`config.mk`:
```
export PLATFORM = sky130hd
export DESIGN_NAME = led_pattern_gen
export DESIGN_NICKNAME = d
export VERILOG_FILES = /design/src/rtl/led_pattern_gen.sv
export SDC_FILE = /design/constraint.sdc
export NUM_CORES = 1
export LEC_CHECK = 0
export ABC_AREA = 1
export ABC_CLOCK_PERIOD_IN_PS = 1500
export CAP_MARGIN = 25
export CELL_PAD_IN_SITES_DETAIL_PLACEMENT = 0
export CELL_PAD_IN_SITES_GLOBAL_PLACEMENT = 1
export CORE_MARGIN = 4
export CORE_UTILIZATION = 37
export CTS_CLUSTER_DIAMETER = 40
export CTS_CLUSTER_SIZE = 20
export DETAILED_ROUTE_END_ITERATION = 8
export PLACE_DENSITY = 0.86
export SLEW_MARGIN = 40
export SYNTH_ARGS = -nofsm -noshare
export SYNTH_HDL_FRONTEND = slang
export SYNTH_SLANG_ARGS = --single-unit
```
`constraint.sdc`:
```
create_clock -name CLK -period 1.5 [get_ports CLK]
set_input_delay 0.375 -clock CLK [delete_from_list [all_inputs] [get_ports CLK]]
set_output_delay 0.375 -clock CLK [all_outputs]
set_load 0.01 [all_outputs]
```
`src/rtl/led_pattern_gen.sv`:
```
// led_pattern_gen
//
// Multi-channel LED driver. A prescaler divides the board clock down to a
// shared tick (DIV = CLK_HZ/TICK_HZ cycles per tick). Each LED channel is
// independently off, on, blinking with a programmable half-period (in
// ticks), or PWM-dimmed against a shared free-running PWM counter.
//
// Ports:
//   CLK          in   1                  clock, rising edge
//   RST_N        in   1                  asynchronous active-low reset
//   EN           in   1                  global enable; low clears all
//                                        counters and blanks outputs
//   MODE         in   2*NUM_CH           per channel: 00 off, 01 on,
//                                        10 blink, 11 PWM
//   HALF_PERIOD  in   CNT_W*NUM_CH       blink half-period in ticks
//                                        (0 behaves as 1)
//   DUTY         in   PWM_BITS*NUM_CH    PWM on-count per period
//   LED          out  NUM_CH             registered LED drive, 1 = lit
//   TICK         out  1                  registered one-cycle tick strobe
//
// There are no handshakes: all inputs are level-sampled every cycle and
// take effect at the next rising edge. DIV must be an integer >= 2.
module led_pattern_gen #(
  parameter int CLK_HZ   = 50_000_000,
  parameter int TICK_HZ  = 1000,
  parameter int NUM_CH   = 4,
  parameter int CNT_W    = 16,
  parameter int PWM_BITS = 8
) (
  input  logic                         CLK,
  input  logic                         RST_N,
  input  logic                         EN,
  input  logic [2*NUM_CH-1:0]          MODE,
  input  logic [CNT_W*NUM_CH-1:0]      HALF_PERIOD,
  input  logic [PWM_BITS*NUM_CH-1:0]   DUTY,
  output logic [NUM_CH-1:0]            LED,
  output logic                         TICK
);

  localparam int DIV   = CLK_HZ / TICK_HZ;
  localparam int PRE_W = (DIV > 1) ? $clog2(DIV) : 1;
  localparam logic [PRE_W-1:0] PRE_LAST = PRE_W'(DIV - 1);

  localparam logic [1:0] MODE_OFF   = 2'b00;
  localparam logic [1:0] MODE_ON    = 2'b01;
  localparam logic [1:0] MODE_BLINK = 2'b10;
  localparam logic [1:0] MODE_PWM   = 2'b11;

  // ---------------------------------------------------------------------
  // Prescaler, tick strobe and shared PWM counter
  // ---------------------------------------------------------------------
  logic [PRE_W-1:0]    r_pre;
  logic                r_tick;
  logic [PWM_BITS-1:0] r_pwm;
  logic                w_pre_wrap;

  // The wrap cycle is the tick event for the blink engines; TICK itself is
  // the registered copy, so a blink toggle lands on the same edge TICK rises
  // and the LED follows one cycle after the TICK cycle.
  assign w_pre_wrap = (r_pre == PRE_LAST);

  always_ff @(posedge CLK or negedge RST_N) begin
    if (!RST_N) begin
      r_pre  <= '0;
      r_tick <= 1'b0;
      r_pwm  <= '0;
    end else if (!EN) begin
      r_pre  <= '0;
      r_tick <= 1'b0;
      r_pwm  <= '0;
    end else begin
      r_pre  <= w_pre_wrap ? '0 : r_pre + 1'b1;
      r_tick <= w_pre_wrap;
      r_pwm  <= r_pwm + 1'b1;
    end
  end

  // ---------------------------------------------------------------------
  // Per-channel blink engine and LED next-state
  // ---------------------------------------------------------------------
  logic [NUM_CH-1:0] w_led_next;

  for (genvar g = 0; g < NUM_CH; g++) begin : g_ch
    logic [CNT_W-1:0]    r_cnt;
    logic                r_phase;
    logic [1:0]          w_mode;
    logic [CNT_W-1:0]    w_hp;
    logic [CNT_W-1:0]    w_limit;
    logic [PWM_BITS-1:0] w_duty;
    logic                w_blink;
    logic                w_next;

    assign w_mode  = MODE[2*g +: 2];
    assign w_hp    = HALF_PERIOD[CNT_W*g +: CNT_W];
    assign w_duty  = DUTY[PWM_BITS*g +: PWM_BITS];
    assign w_blink = (w_mode == MODE_BLINK);

    // Terminal count is max(hp,1)-1, so hp=0 toggles on every tick.
    assign w_limit = (w_hp == '0) ? '0 : w_hp - 1'b1;

    // Outside blink the engine parks at cnt=0, phase=1 so that entering
    // blink lights the LED straight away for a full half-period. The >=
    // compare means lowering the half-period below the running count
    // toggles on the next tick instead of wrapping through 2^CNT_W.
    always_ff @(posedge CLK or negedge RST_N) begin
      if (!RST_N) begin
        r_cnt   <= '0;
        r_phase <= 1'b1;
      end else if (!EN || !w_blink) begin
        r_cnt   <= '0;
        r_phase <= 1'b1;
      end else if (w_pre_wrap) begin
        if (r_cnt >= w_limit) begin
          r_cnt   <= '0;
          r_phase <= ~r_phase;
        end else begin
          r_cnt   <= r_cnt + 1'b1;
        end
      end
    end

    always_comb begin
      w_next = 1'b0;
      case (w_mode)
        MODE_OFF:   w_next = 1'b0;
        MODE_ON:    w_next = 1'b1;
        MODE_BLINK: w_next = r_phase;
        MODE_PWM:   w_next = (r_pwm < w_duty);
        default:    w_next = 1'b0;
      endcase
    end

    assign w_led_next[g] = EN & w_next;
  end

  // ---------------------------------------------------------------------
  // Output register
  // ---------------------------------------------------------------------
  logic [NUM_CH-1:0] r_led;

  always_ff @(posedge CLK or negedge RST_N) begin
    if (!RST_N) begin
      r_led <= '0;
    end else begin
      r_led <= w_led_next;
    end
  end

  assign LED  = r_led;
  assign TICK = r_tick;

endmodule

```
==> summary.md, run 1 <==
| Metric | Value |
|---|---|
| Via count | 10.4k |
| Sw Ratio | 29.3% |
| EDFF count, synth | 0 |
| TritonCTS buffer count | 9 |
| Unrepaired setup endpoints after global routing | true |
| Failing checks | setup timing |
| Fillers | 1,909 |
| Mux cell area share after synthesis | 0% |
| Yosys top cell area share | 25.7% |
| Peak Freq | 410 MHz |
| Pint | 5.15 mW |
| Cell Area, Synth | 9050 um^2 |
| Adder and majority gate portion of the synthesized area | 14.6% |
| First-pass GRT wire length | 47,500 um |
| Slowest CP cell | ha_2 |
| Simple-gate portion of the synthesized area | 36.2% |
| Top Ports | 112 |
| Clk pin slew, worst setup/hold paths | 0.07 ns |
| Yosys warns | 0 |
| Least-Margin Pin Slew | 0.415 ns |
| Dpl hpwl | 20,400 um |
| Count leader, synth | nand2_1 |
| Min-Delay Path Class | input pin to asynchronous set/reset pin |
| Core area | 23,800 um^2 |
| CTS max path bufs | 2 |
| Worst setup margin | -0.937 ns |
| Drt first pass iters | 5 |
| Register Area | 2440 um^2 |
| Slew Limit Headroom | 72.1% |
| CP peak stage delay | 0.34 ns |
| Reg-to-Reg Start | r_pre[0] |
| Die width | 164 um |
| Setup_tns | -55.46 ns |
| Hold Vio Cnt, Final | 0 |
| Pleak | 7.66 nW |
| Met2 WL | 15,300 um |
| Post-DR wirelength/cell | 13.8 um |
| Final wirelength | 29,600 um |
| Sequential area share after synthesis | 26.9% |
| Initial Util | 38.1% |
| Clk sink count | 97 |
| WP data required | 1.78 ns |
| Area of the die | 27,000 um^2 |
| Synth Area in XOR/XNOR | 4.35% |
| TritonCTS clock tree | built |
| Final instance area | 15,900 um^2 |
| Initial DRC count | 508 |
| Placed Area | 12,700 um^2 |
| Worst hold slack | 0.388 ns |
| Footprint of the multi-input gates | 7970 um^2 |
| Outcome | finished, violations left |
| Min Clock Period, post-route | 2.44 ns |
| Global route overflow | 0 |
| Die Y | 164 um |
| Worst setup EP type | flip-flop |
| Cell repeated most along the worst path | buf_6 |
| Initial antenna violation count | 0 |
| Largest family of logic cells by synthesized area | simple AND/OR/NAND/NOR gates |
| Comb power frac | 28.0% |
| Number of distinct library cells after synthesis | 41 |
| RR Endpoint | g_ch[1].r_cnt[5] |
| Clk_skew | 0.0104 ns |
| Post-Syn Area per Cell | 6.69 um^2 |
| Finished Layout Cells | 2,141 |
| Worst-skew pair later-pin latency | 0.35 ns |
| Final Power | 7.29 mW |
| Flops & latches, synth | 97 |
| # diodes | 0 |
| Rows | 56 |
| Synth Net Count | 1,567 |
| Crit Path Class | input pin to flip-flop |
| Largest net degree at the start of global routing | 47 |
| Slew Limit Fails | 0 |
| Total Routing Usage GR | 21.2% |
| Crit-path cells | buf_6, nor2_4, nand2_2, nor4_4, nand4_1, buf_6, o211ai_1, ha_2, nand3_4, inv_1, a21oi_4, nand2_4, nand2_8, inv_8, nor2_2 |
| Largest delay contributor family on the critical path | simple AND/OR/NAND/NOR gates |
| Detail Route Antenna Nets | 0 |
| Clock Root Buffer | clkbuf_16 |
| Pwr dens | 459 nW/um^2 |
| Clock power share | 35.0% |
| Yosys top cell by area | dfrtp_1 |
| Htree depth | 3 |
| IO buf count | 111 |
| Top Layer Used | met4 |
| Reg2Reg Depth | 11 |
| Crit path arrival time | 2.72 ns |
| Vias per cell | 4.88 |
| Synthesis-to-layout area growth | 75.4% |
| CP Max Fanout | 8 |
| # nets final | 2,030 |
| FFs w/ async S/R, synth | 100% |
| VDD IR max | 0.000502 V |
| Routed wl met3 | 913 um |
| Layout cells sized above 1 | 48.3% |
| Area contributors post-synth | dfrtp_1, ha_1, nand2_1, nor2_1, inv_1 |
| Seq pwr share | 37.1% |
| Top_reg_cell synth | dfrtp_1 |
| Max-cap violations | 0 |
| Commonest cells post-synth | nand2_1, nor2_1, inv_1 |
| Vias in the first global route | 10.5k |
| Switch Pwr | 2.14 mW |
| R2R Setup Slk | -0.39 ns |
| RD Place Congestion | 0.853 |
| Complex-gate fraction of the synthesized area | 8.24% |
| Final worst-path cycle share | 162% |
| Placed cell count | 2,034 |
| Post-Syn Instances | 1,354 |
| Met1 WL | 13,000 um |
| # setup viols final | 80 |
| Type of element launching the critical path | input pin |
| Buf/Inv on CP | 4 |
| Remaining DRCs | 0 |
per-layer routing:
layer	vias to the layer above	track usage, %
met4	0	4.31
li1	5308	-
met2	177	38.4
met3	35	2.50
met1	4925	27.2
met5	-	0
worst max path at each step:
stage	start	end	cells after the start
6_report	HALF_PERIOD[11]	g_ch[0].r_cnt[2]	15
3_5_place_dp	HALF_PERIOD[2]	g_ch[0].r_cnt[6]	21
4_1_cts	HALF_PERIOD[33]	g_ch[2].r_cnt[6]	18
2_1_floorplan	HALF_PERIOD[19]	g_ch[1].r_cnt[3]	19
5_1_grt	HALF_PERIOD[11]	g_ch[0].r_cnt[5]	19
3_3_place_gp	HALF_PERIOD[33]	g_ch[2].r_cnt[15]	19
per-stage QoR:
step | worst slack [ns] | utilization (%)
after detailed placement | -1.69 | 53.6
after global routing | -1.03 | 66.9
final | -0.937 | 66.9
after global placement | -1.62 | 53.6
after floorplan | -0.978 | -
after CTS | -0.783 | 61.7
area by class of cell:
class / count / area share (%)
clock inverters: 7 / 0.630
repair buffers: 457 / 24.0
well taps: 319 / 2.51
inverters: 214 / 5.53
repair inverters: 4 / 0.276
flip-flops and latches: 97 / 15.4
multi-input cells: 1034 / 50.2
clock buffers: 9 / 1.42
power by group through the flow:
stage               registers, mW  clock network (mW)  logic [mW]
floorplan                    2.74                   0       0.618
global placement             2.74                   0        1.45
detailed placement           2.74                   0        1.47
CTS                          2.70                2.60        1.76
global route                 2.71                2.74        2.23
finish                       2.70                2.55        2.04
cell families after synthesis:
group	after synthesis
AND/OR/NAND/NOR	744
buffers and inverters	223
AO/OA/AOI/OAI	139
adder cells (fa/ha/maj)	106
flip-flops	97
XOR/XNOR	45
what timing repair did:
action | in CTS | in global routing
setup endpoints to repair | 89 | 88
resized for setup | 564 | 281
endpoints found under the hold margin | 1 | 0
cloned | 6 | 0
hold buffers | 1 | 0
pin swaps | 199 | 143
setup buffers | 66 | 26
registers in the layout (all words and copies together), names as in the netlist:
signal        flops
g_ch.r_cnt       64
r_pre            16
TICK              1
LED               4
g_ch.r_phase      4
r_pwm             8
cells in the final DEF (no fill, tap or decap), types with 5 or more instances in the layout:
master           netlist  layout
clkbuf_2               0       5
xnor2_1               10      10
nand3_2                1      36
nor2_1               208     110
o21bai_1               9       9
nand2_2                7      60
nor2_4                 1      58
nor2_2                10      51
nor3_4                 1       6
inv_4                  0       8
o21ai_0               56      15
clkbuf_16              0       9
inv_1                204     157
dfrtp_1               93      85
nor3_1                18      10
nor3_2                 3       6
dlygate4sd2_1          0      14
buf_2                  1      22
o21ai_1                8      28
ha_4                   0      42
buf_12                 0       6
inv_2                 10      43
inv_8                  0       5
nand2_1              301     219
buf_4                  1     307
ha_1                 106      60
a21oi_1               55      30
o21ai_2                0      20
buf_8                  0       7
xor2_1                35      35
nand4_1               30      30
nand3_1              122      71
or2_2                 16      13
clkdlybuf4s50_1        0      37
nor4_2                 1       5
buf_6                  5      49
nand2_4                4      29
nand3_4                0      16
a21oi_2                0      22
dfrtp_2                0       8
No activity file was read; power rests on OpenSTA's default activity.
==> inputs of run 2 (changes only) <==
--- a/config.mk
+++ b/config.mk
@@ -6,7 +6,7 @@
 export NUM_CORES = 1
 export LEC_CHECK = 0
 export ABC_AREA = 1
-export ABC_CLOCK_PERIOD_IN_PS = 1500
+export ABC_CLOCK_PERIOD_IN_PS = 2000
 export CAP_MARGIN = 25
 export CELL_PAD_IN_SITES_DETAIL_PLACEMENT = 0
 export CELL_PAD_IN_SITES_GLOBAL_PLACEMENT = 1
==> constraint.sdc (replaced) <==
create_clock -name CLK -period 2 [get_ports CLK]
set_input_delay 0.5 -clock CLK [delete_from_list [all_inputs] [get_ports CLK]]
set_output_delay 0.5 -clock CLK [all_outputs]
set_load 0.01 [all_outputs]
==> run 2 against run 1 <==
  * The run still ends with setup timing left
  * Largest cell class unchanged
  * Cell count shrank 5.0%
  * Hold slack got worse by 0.29 ns
  * Combinational power down 31%
  * Non-clock buffer count fell by 107
  * Critical path type unchanged
  * Critical endpoint is now g_ch[0].r_cnt[7]
  * Die area unchanged
==> summary.md, run 2 (same netlist as run 1, synthesis figures left out) <==
| Metric | Value |
|---|---|
| Outcome | finished, violations left (unchanged) |
| Failing checks | setup timing (unchanged) |
| Pwr dens | 354 nW/um^2 (was 459 nW/um^2) |
| Largest net degree at the start of global routing | 31 (was 47) |
| Clk sink count | 97 (unchanged) |
| Most flops, register | g_ch.r_cnt (unchanged) |
| Setup_tns | -27.72 ns (was -55.46 ns) |
| # setup viols final | 68 (was 80) |
| Htree depth | 3 (unchanged) |
| Clock Root Buffer | clkbuf_16 (unchanged) |
| Die width | 164 um (unchanged) |
| Crit path arrival time | 2.83 ns (was 2.72 ns) |
| Top Ports | 112 (unchanged) |
| Most frequent cells in the layout | nand2_1, buf_4, inv_1 (was buf_4, nand2_1, inv_1) |
| Core area | 23,800 um^2 (unchanged) |
| First-pass GRT wire length | 45,700 um (was 47,500 um) |
| Peak Freq | 392 MHz |
| Post-DR wirelength/cell | 14.0 um (was 13.8 um) |
| Crit-path cells | buf_6, or2_4, nor4_4, nand4_1, buf_6, nand3_4, ha_4, nand2_2, inv_2, o21ai_2, nand3_1, a21oi_2, nand2_4, nand2_8, nand2_2, nor2_1 (was buf_6, nor2_4, nand2_2, nor4_4, nand4_1, buf_6, o211ai_1, ha_2, nand3_4, inv_1, a21oi_4, nand2_4, nand2_8, inv_8, nor2_2) |
| WP data required | 2.28 ns (was 1.78 ns) |
| Worst-skew pair later-pin latency | 0.35 ns (about the same) |
| Die Y | 164 um (unchanged) |
| CP peak stage delay | 0.32 ns (was 0.34 ns) |
| Synthesis-to-layout area growth | 61.1% (was 75.4%) |
| Worst setup margin | -0.551 ns (was -0.937 ns) |
| RD Place Congestion | 0.865 (was 0.853) |
| Commonest non-fill, non-tap cell in the layout | nand2_1 (was buf_4) |
| Area of the die | 27,000 um^2 (unchanged) |
| Slowest CP cell | nor4_4 (was ha_2) |
| # nets final | 1,923 (was 2,030) |
| Hold Vio Cnt, Final | 0 (unchanged) |
| TritonCTS buffer count | 9 (unchanged) |
| Met2 WL | 14,500 um (was 15,300 um) |
| Layout cells sized above 1 | 40.4% (was 48.3%) |
| Final Power | 5.17 mW (was 7.29 mW) |
| # diodes | 0 (unchanged) |
| Max-cap violations | 0 (unchanged) |
| Rows | 56 (unchanged) |
| Dpl ws | -1.31 ns (was -1.69 ns) |
| IO buf count | 111 (unchanged) |
| Dpl hpwl | 20,300 um (was 20,400 um) |
| VDD IR max | 0.000363 V (was 0.000502 V) |
| Global route overflow | 0 (unchanged) |
| Largest regs | g_ch.r_cnt (64), r_pre (16), r_pwm (8) (unchanged) |
| CP Max Fanout | 8 (unchanged) |
| Remaining DRCs | 0 (unchanged) |
| Final wirelength | 28,600 um (was 29,600 um) |
| Slew Limit Fails | 0 (unchanged) |
| TritonCTS clock tree | built (unchanged) |
| Max FFs per register | 64 (unchanged) |
| Crit Path Class | input pin to flip-flop (unchanged) |
| Initial Util | 38.1% (unchanged) |
| Type of element launching the critical path | input pin (unchanged) |
| Drt first pass iters | 5 (unchanged) |
| Detail Route Antenna Nets | 0 (unchanged) |
| Vias in the first global route | 9,701 (was 10.5k) |
| Met1 WL | 12,700 um (was 13,000 um) |
| CTS max path bufs | 2 (unchanged) |
| Initial DRC count | 442 (was 508) |
| Fillers | 2,016 (was 1,909) |
| Initial antenna violation count | 1 (was 0) |
| Worst setup EP type | flip-flop (unchanged) |
| Total Routing Usage GR | 20.5% (was 21.2%) |
| Routed wl met3 | 1020 um (was 913 um) |
| Final worst-path cycle share | 128% |
| Top Layer Used | met5 (was met4) |
| Min Clock Period, post-route | 2.55 ns |
| Min-Delay Path Class | input pin to asynchronous set/reset pin (unchanged) |
| Clk_skew | 0.00660 ns (was 0.0104 ns) |
| Unrepaired setup endpoints after global routing | true (unchanged) |
| Pleak | 6.98 nW (was 7.66 nW) |
| Least-Margin Pin Slew | 0.458 ns (was 0.415 ns) |
| Clk pin slew, worst setup/hold paths | 0.07 ns (about the same) |
| Slew Limit Headroom | 69.5% (was 72.1%) |
| Via count | 9,914 (was 10.4k) |
| Vias per cell | 4.87 (was 4.88) |
==> run 2: worst max-delay path: cells and delay by family <==
kind,cells,cell delay (ns)
compound gates,2,0.35
fa+ha+maj,1,0.20
buf+inv,3,0.34
simple gates,10,1.46
==> run 2: what timing repair did <==
| item | CTS | global route |
|---|---|---|
| hold buffers | 0 | 0 |
| pin swaps | 188 | 103 |
| setup endpoints to repair | 68 | 70 |
| gates cloned | 6 | 0 |
| setup buffers | 71 | 11 |
| resized for setup | 546 | 162 |
==> run 2: where the power goes <==
part	internal [mW]	leakage (nW)	switching [mW]	total, mW
Clock	0.973	0.130	0.753	1.73
Combinational	0.700	5.52	0.715	1.41
Sequential	2.00	1.33	0.0303	2.03
Total	3.67	6.98	1.50	5.17
==> run 2: final timing paths <==
path	cells past startpoint	end	slack [ns]	start
max in group asynchronous	2	g_ch[3].r_phase	1.23	RST_N
setup / recovery	16	g_ch[0].r_cnt[7]	-0.55	HALF_PERIOD[13]
hold / removal	1	g_ch[0].r_cnt[2]	0.1	RST_N
min in group CLK	1	r_pre[0]	0.46	r_pre[0]
setup reg to reg	10	g_ch[2].r_cnt[11]	-0.02	r_pre[0]
hold reg to reg	1	r_pre[0]	0.46	r_pre[0]
==> run 2: layout make-up <==
class,instances,area (um^2),area share (%)
clock inverter,3,45.0,0.309
timing repair buffer,350,3020,20.7
inverter,214,883,6.06
timing repair inverter,4,45.0,0.309
multi-input combinational,1034,7520,51.6
clock buffer,13,240,1.65
tap,319,399,2.74
sequential,97,2430,16.7
==> run 2: per-layer routing <==
layer / global-route usage (%) / vias to the layer above
met5: 0 / -
met1: 26.8 / 4581
li1: - / 5105
met2: 36.6 / 198
met3: 2.92 / 28
met4: 3.71 / 2
==> run 2: metrics by stage <==
step | hold WS (ns) | instances | instance area (um^2) | util [%]
finish | 0.0957 | 2034 | 14600 | 61.4
global route | 0.114 | 2034 | 14600 | 61.4
CTS | 0.100 | 2024 | 13900 | 58.5
detailed placement | 0.455 | 1935 | 12000 | 50.3
global placement | 0.442 | 1935 | 12000 | 50.3
floorplan | 0.204 | 1354 | 9280 | -
==> inputs of run 3 (changes only) <==
--- a/config.mk
+++ b/config.mk
@@ -10,7 +10,6 @@
 export CAP_MARGIN = 25
 export CELL_PAD_IN_SITES_DETAIL_PLACEMENT = 0
 export CELL_PAD_IN_SITES_GLOBAL_PLACEMENT = 1
-export CORE_MARGIN = 4
 export CORE_UTILIZATION = 37
 export CTS_CLUSTER_DIAMETER = 40
 export CTS_CLUSTER_SIZE = 20
==> run 3 against run 2 <==
  * The flow still finishes with violations (setup timing)
  * Highest routed layer unchanged
  * Non-clock buffer count down 6
  * Power up 1.7%
  * Critical path depth up 2
  * Largest cell class unchanged
  * Combinational power about the same
  * Design area down 0.96%
  * Sequential share of layout area up 0.16 points
  * Die area down 7.2%
  * Clock power up 5%
  * Sequential power about the same
==> summary.md, run 3 (same netlist as run 1, synthesis figures left out) <==
| Metric | Value |
|---|---|
| Outcome | finished, violations left (unchanged) |
| Failing checks | setup timing (unchanged) |
| Seq pwr share | 38.6% (was 39.2%) |
| Post-DR wirelength/cell | 13.8 um (was 14.0 um) |
| Worst setup margin | -0.521 ns (was -0.551 ns) |
| Die width | 158 um (was 164 um) |
| Cell count along the critical path | 18 (was 16) |
| Met3 Usage GRT | 3.40% (was 2.92%) |
| Largest regs | g_ch.r_cnt (64), r_pre (16), r_pwm (8) (unchanged) |
| # diodes | 0 (unchanged) |
| Crit-path cells | buf_8, inv_8, ha_4, inv_2, nor4_2, and3b_2, buf_4, nor2_1, ha_1, nand2_1, nor2_2, a21oi_2, nand3_2, nand2_2, nand2_2, nand2_4, clkinvlp_4, nor2_1 (was buf_6, or2_4, nor4_4, nand4_1, buf_6, nand3_4, ha_4, nand2_2, inv_2, o21ai_2, nand3_1, a21oi_2, nand2_4, nand2_8, nand2_2, nor2_1) |
| Most frequent cells in the layout | nand2_1, buf_4, inv_1 (unchanged) |
| Switch Pwr | 1.52 mW (was 1.50 mW) |
| Crit path arrival time | 2.81 ns (was 2.83 ns) |
| Peak Freq | 397 MHz (was 392 MHz) |
| Remaining DRCs | 0 (unchanged) |
| Finished Layout Cells | 2,027 (was 2,034) |
| Min Clock Period, post-route | 2.52 ns (was 2.55 ns) |
| Via count | 9,965 (was 9,914) |
| Vias in the first global route | 9,456 (was 9,701) |
| Drt first pass iters | 5 (unchanged) |
| Clk_skew | 0.00471 ns (was 0.00660 ns) |
| Final core utilization | 60.8% (was 61.4%) |
| Unrepaired setup endpoints after global routing | true (unchanged) |
| Met2 usage | 38.6% (was 36.6%) |
| # setup viols final | 68 (unchanged) |
| CP Max Fanout | 6 (was 8) |
| Top Ports | 112 (unchanged) |
| Detail Route Antenna Nets | 0 (unchanged) |
| Final worst-path cycle share | 126% (was 128%) |
| Rows | 56 (unchanged) |
| Busiest layer in global routing | met2 (unchanged) |
| Global Route met1 Usage | 27.8% (was 26.8%) |
| Reg2Reg Depth | 10 (unchanged) |
| Sw Ratio | 29.0% (about the same) |
| Core area | 23,800 um^2 (unchanged) |
| Final Power | 5.26 mW (was 5.17 mW) |
| Crit Path Class | input pin to flip-flop (unchanged) |
| TritonCTS buffer count | 9 (unchanged) |
| Layout cells sized above 1 | 39.5% (was 40.4%) |
| Worst-skew pair later-pin latency | 0.36 ns (was 0.35 ns) |
| Slowest CP cell | nor4_2 (was nor4_4) |
| Post-CTS Hold Buffers | 0 (unchanged) |
| Initial antenna violation count | 1 (unchanged) |
| Slew Limit Fails | 0 (unchanged) |
| Clk pin slew, worst setup/hold paths | 0.07 ns (about the same) |
| Initial Util | 38.1% (unchanged) |
| VDD IR max | 0.000422 V (was 0.000363 V) |
| # nets final | 1,917 (was 1,923) |
| Pint | 3.73 mW (was 3.67 mW) |
| CP peak stage delay | 0.31 ns (was 0.32 ns) |
| Largest net degree at the start of global routing | 30 (was 31) |
| Buf/Inv on CP | 5 (was 3) |
| Synthesis-to-layout area growth | 59.5% (was 61.1%) |
| Initial DRC count | 476 (was 442) |
| WP data required | 2.29 ns (was 2.28 ns) |
| Type of element launching the critical path | input pin (unchanged) |
| TritonCTS clock tree | built (unchanged) |
| Max-cap violations | 0 (unchanged) |
| IO buf count | 111 (unchanged) |
| Die Y | 158 um (was 164 um) |
| Min-Delay Path Class | input pin to asynchronous set/reset pin (unchanged) |
| Total Routing Usage GR | 21.8% (was 20.5%) |
| Dpl hpwl | 19,900 um (was 20,300 um) |
| Largest delay contributor family on the critical path | simple AND/OR/NAND/NOR gates (unchanged) |
| Clock Root Buffer | clkbuf_16 (unchanged) |
| Slew Limit Headroom | 70.1% (was 69.5%) |
| RD Place Congestion | 0.884 (was 0.865) |
| Commonest non-fill, non-tap cell in the layout | nand2_1 (unchanged) |
| CTS max path bufs | 2 (unchanged) |
| Clk sink count | 97 (unchanged) |
| Clock power share | 34.5% (was 33.4%) |
| Vias per cell | 4.92 (was 4.87) |
| Worst setup EP type | flip-flop (unchanged) |
| Most flops, register | g_ch.r_cnt (unchanged) |
| First-pass GRT wire length | 43,700 um (was 45,700 um) |
| Final wirelength | 27,900 um (was 28,600 um) |
| Max FFs per register | 64 (unchanged) |
| Setup_tns | -28.81 ns (was -27.72 ns) |
| Placed cell count | 1,943 (was 1,935) |
| Pwr dens | 364 nW/um^2 (was 354 nW/um^2) |
| Comb power frac | 27.0% (was 27.4%) |
| Htree depth | 3 (unchanged) |
| Least-Margin Pin Slew | 0.449 ns (was 0.458 ns) |
| Pleak | 6.88 nW (was 6.98 nW) |
| Global route overflow | 0 (unchanged) |
| Hold Vio Cnt, Final | 0 (unchanged) |
| Area of the die | 25,100 um^2 (was 27,000 um^2) |
[run 3: changes by cell type in the layout (fill, tap and decap cells not counted), sizes merged]
cell,previous run,this run
clkdlybuf4s15,10,5
buf,285,283
clkbuf,14,15
clkinv,4,3
[run 3: power by group through the flow]
stage,registers [mW],logic [mW],clock network (mW)
2_1_floorplan,2.05,0.462,0
3_3_place_gp,2.06,1.08,0
3_5_place_dp,2.06,1.09,0
4_1_cts,2.03,1.30,1.84
5_1_grt,2.03,1.55,1.92
6_report,2.03,1.42,1.81
[run 3: final cells by class]
| cell class | count | area [um^2] |
|---|---|---|
| inverters | 214 | 866 |
| repair inverters | 4 | 41.3 |
| clock inverters | 2 | 37.5 |
| multi-input cells | 1034 | 7470 |
| well taps | 319 | 399 |
| clock buffers | 13 | 260 |
| fillers | 2062 | 9310 |
| flip-flops and latches | 97 | 2430 |
| repair buffers | 344 | 2940 |
[run 3: repair_timing]
item                       4_1_cts  5_1_grt
setup endpoints to repair       68       69
cloned                           5        0
setup buffers                   51       16
hold endpoints to repair         0        0
resized for setup              536      157
pin swaps                      176      104
[run 3: final timing paths]
kind                            startpoint                 to  slack (ns)
max                        HALF_PERIOD[32]   g_ch[2].r_cnt[3]       -0.52
min                                  RST_N   g_ch[0].r_cnt[7]        0.08
max reg2reg                       r_pre[0]  g_ch[2].r_cnt[11]       -0.03
min reg2reg                       r_pre[0]           r_pre[0]        0.46
max in group asynchronous            RST_N    g_ch[1].r_phase        1.34
min in group CLK                  r_pre[0]           r_pre[0]        0.46
[run 3: worst register-to-register path, cell delays in order, from the launching register on]
cell	delay, ns
dfrtp_1	0.37
ha_1	0.19
nand3_1	0.21
nor2_2	0.21
nand2_4	0.15
nand2_4	0.20
nand2_2	0.13
nor3_1	0.28
nand2_1	0.08
nand2_1	0.07
nor2_1	0.03
[run 3: stage by stage]
stage                     setup slack [ns]  hold slack (ns)  area [um^2]
after floorplan                     -0.603            0.204         9280
after global placement               -1.29            0.447        12000
after detailed placement             -1.31            0.452        12000
after CTS                           -0.421            0.101        13700
after global routing                -0.650            0.114        14400
final                               -0.521           0.0839        14400
[run 3: per-layer routing]
metal,share of wire [%],wire (um),vias to the layer above
li1,-,-,5079
met3,3.6,1020,39
met5,0.047,13,-
met1,45,12500,4651
met4,1.6,442,2
met2,50,13900,194
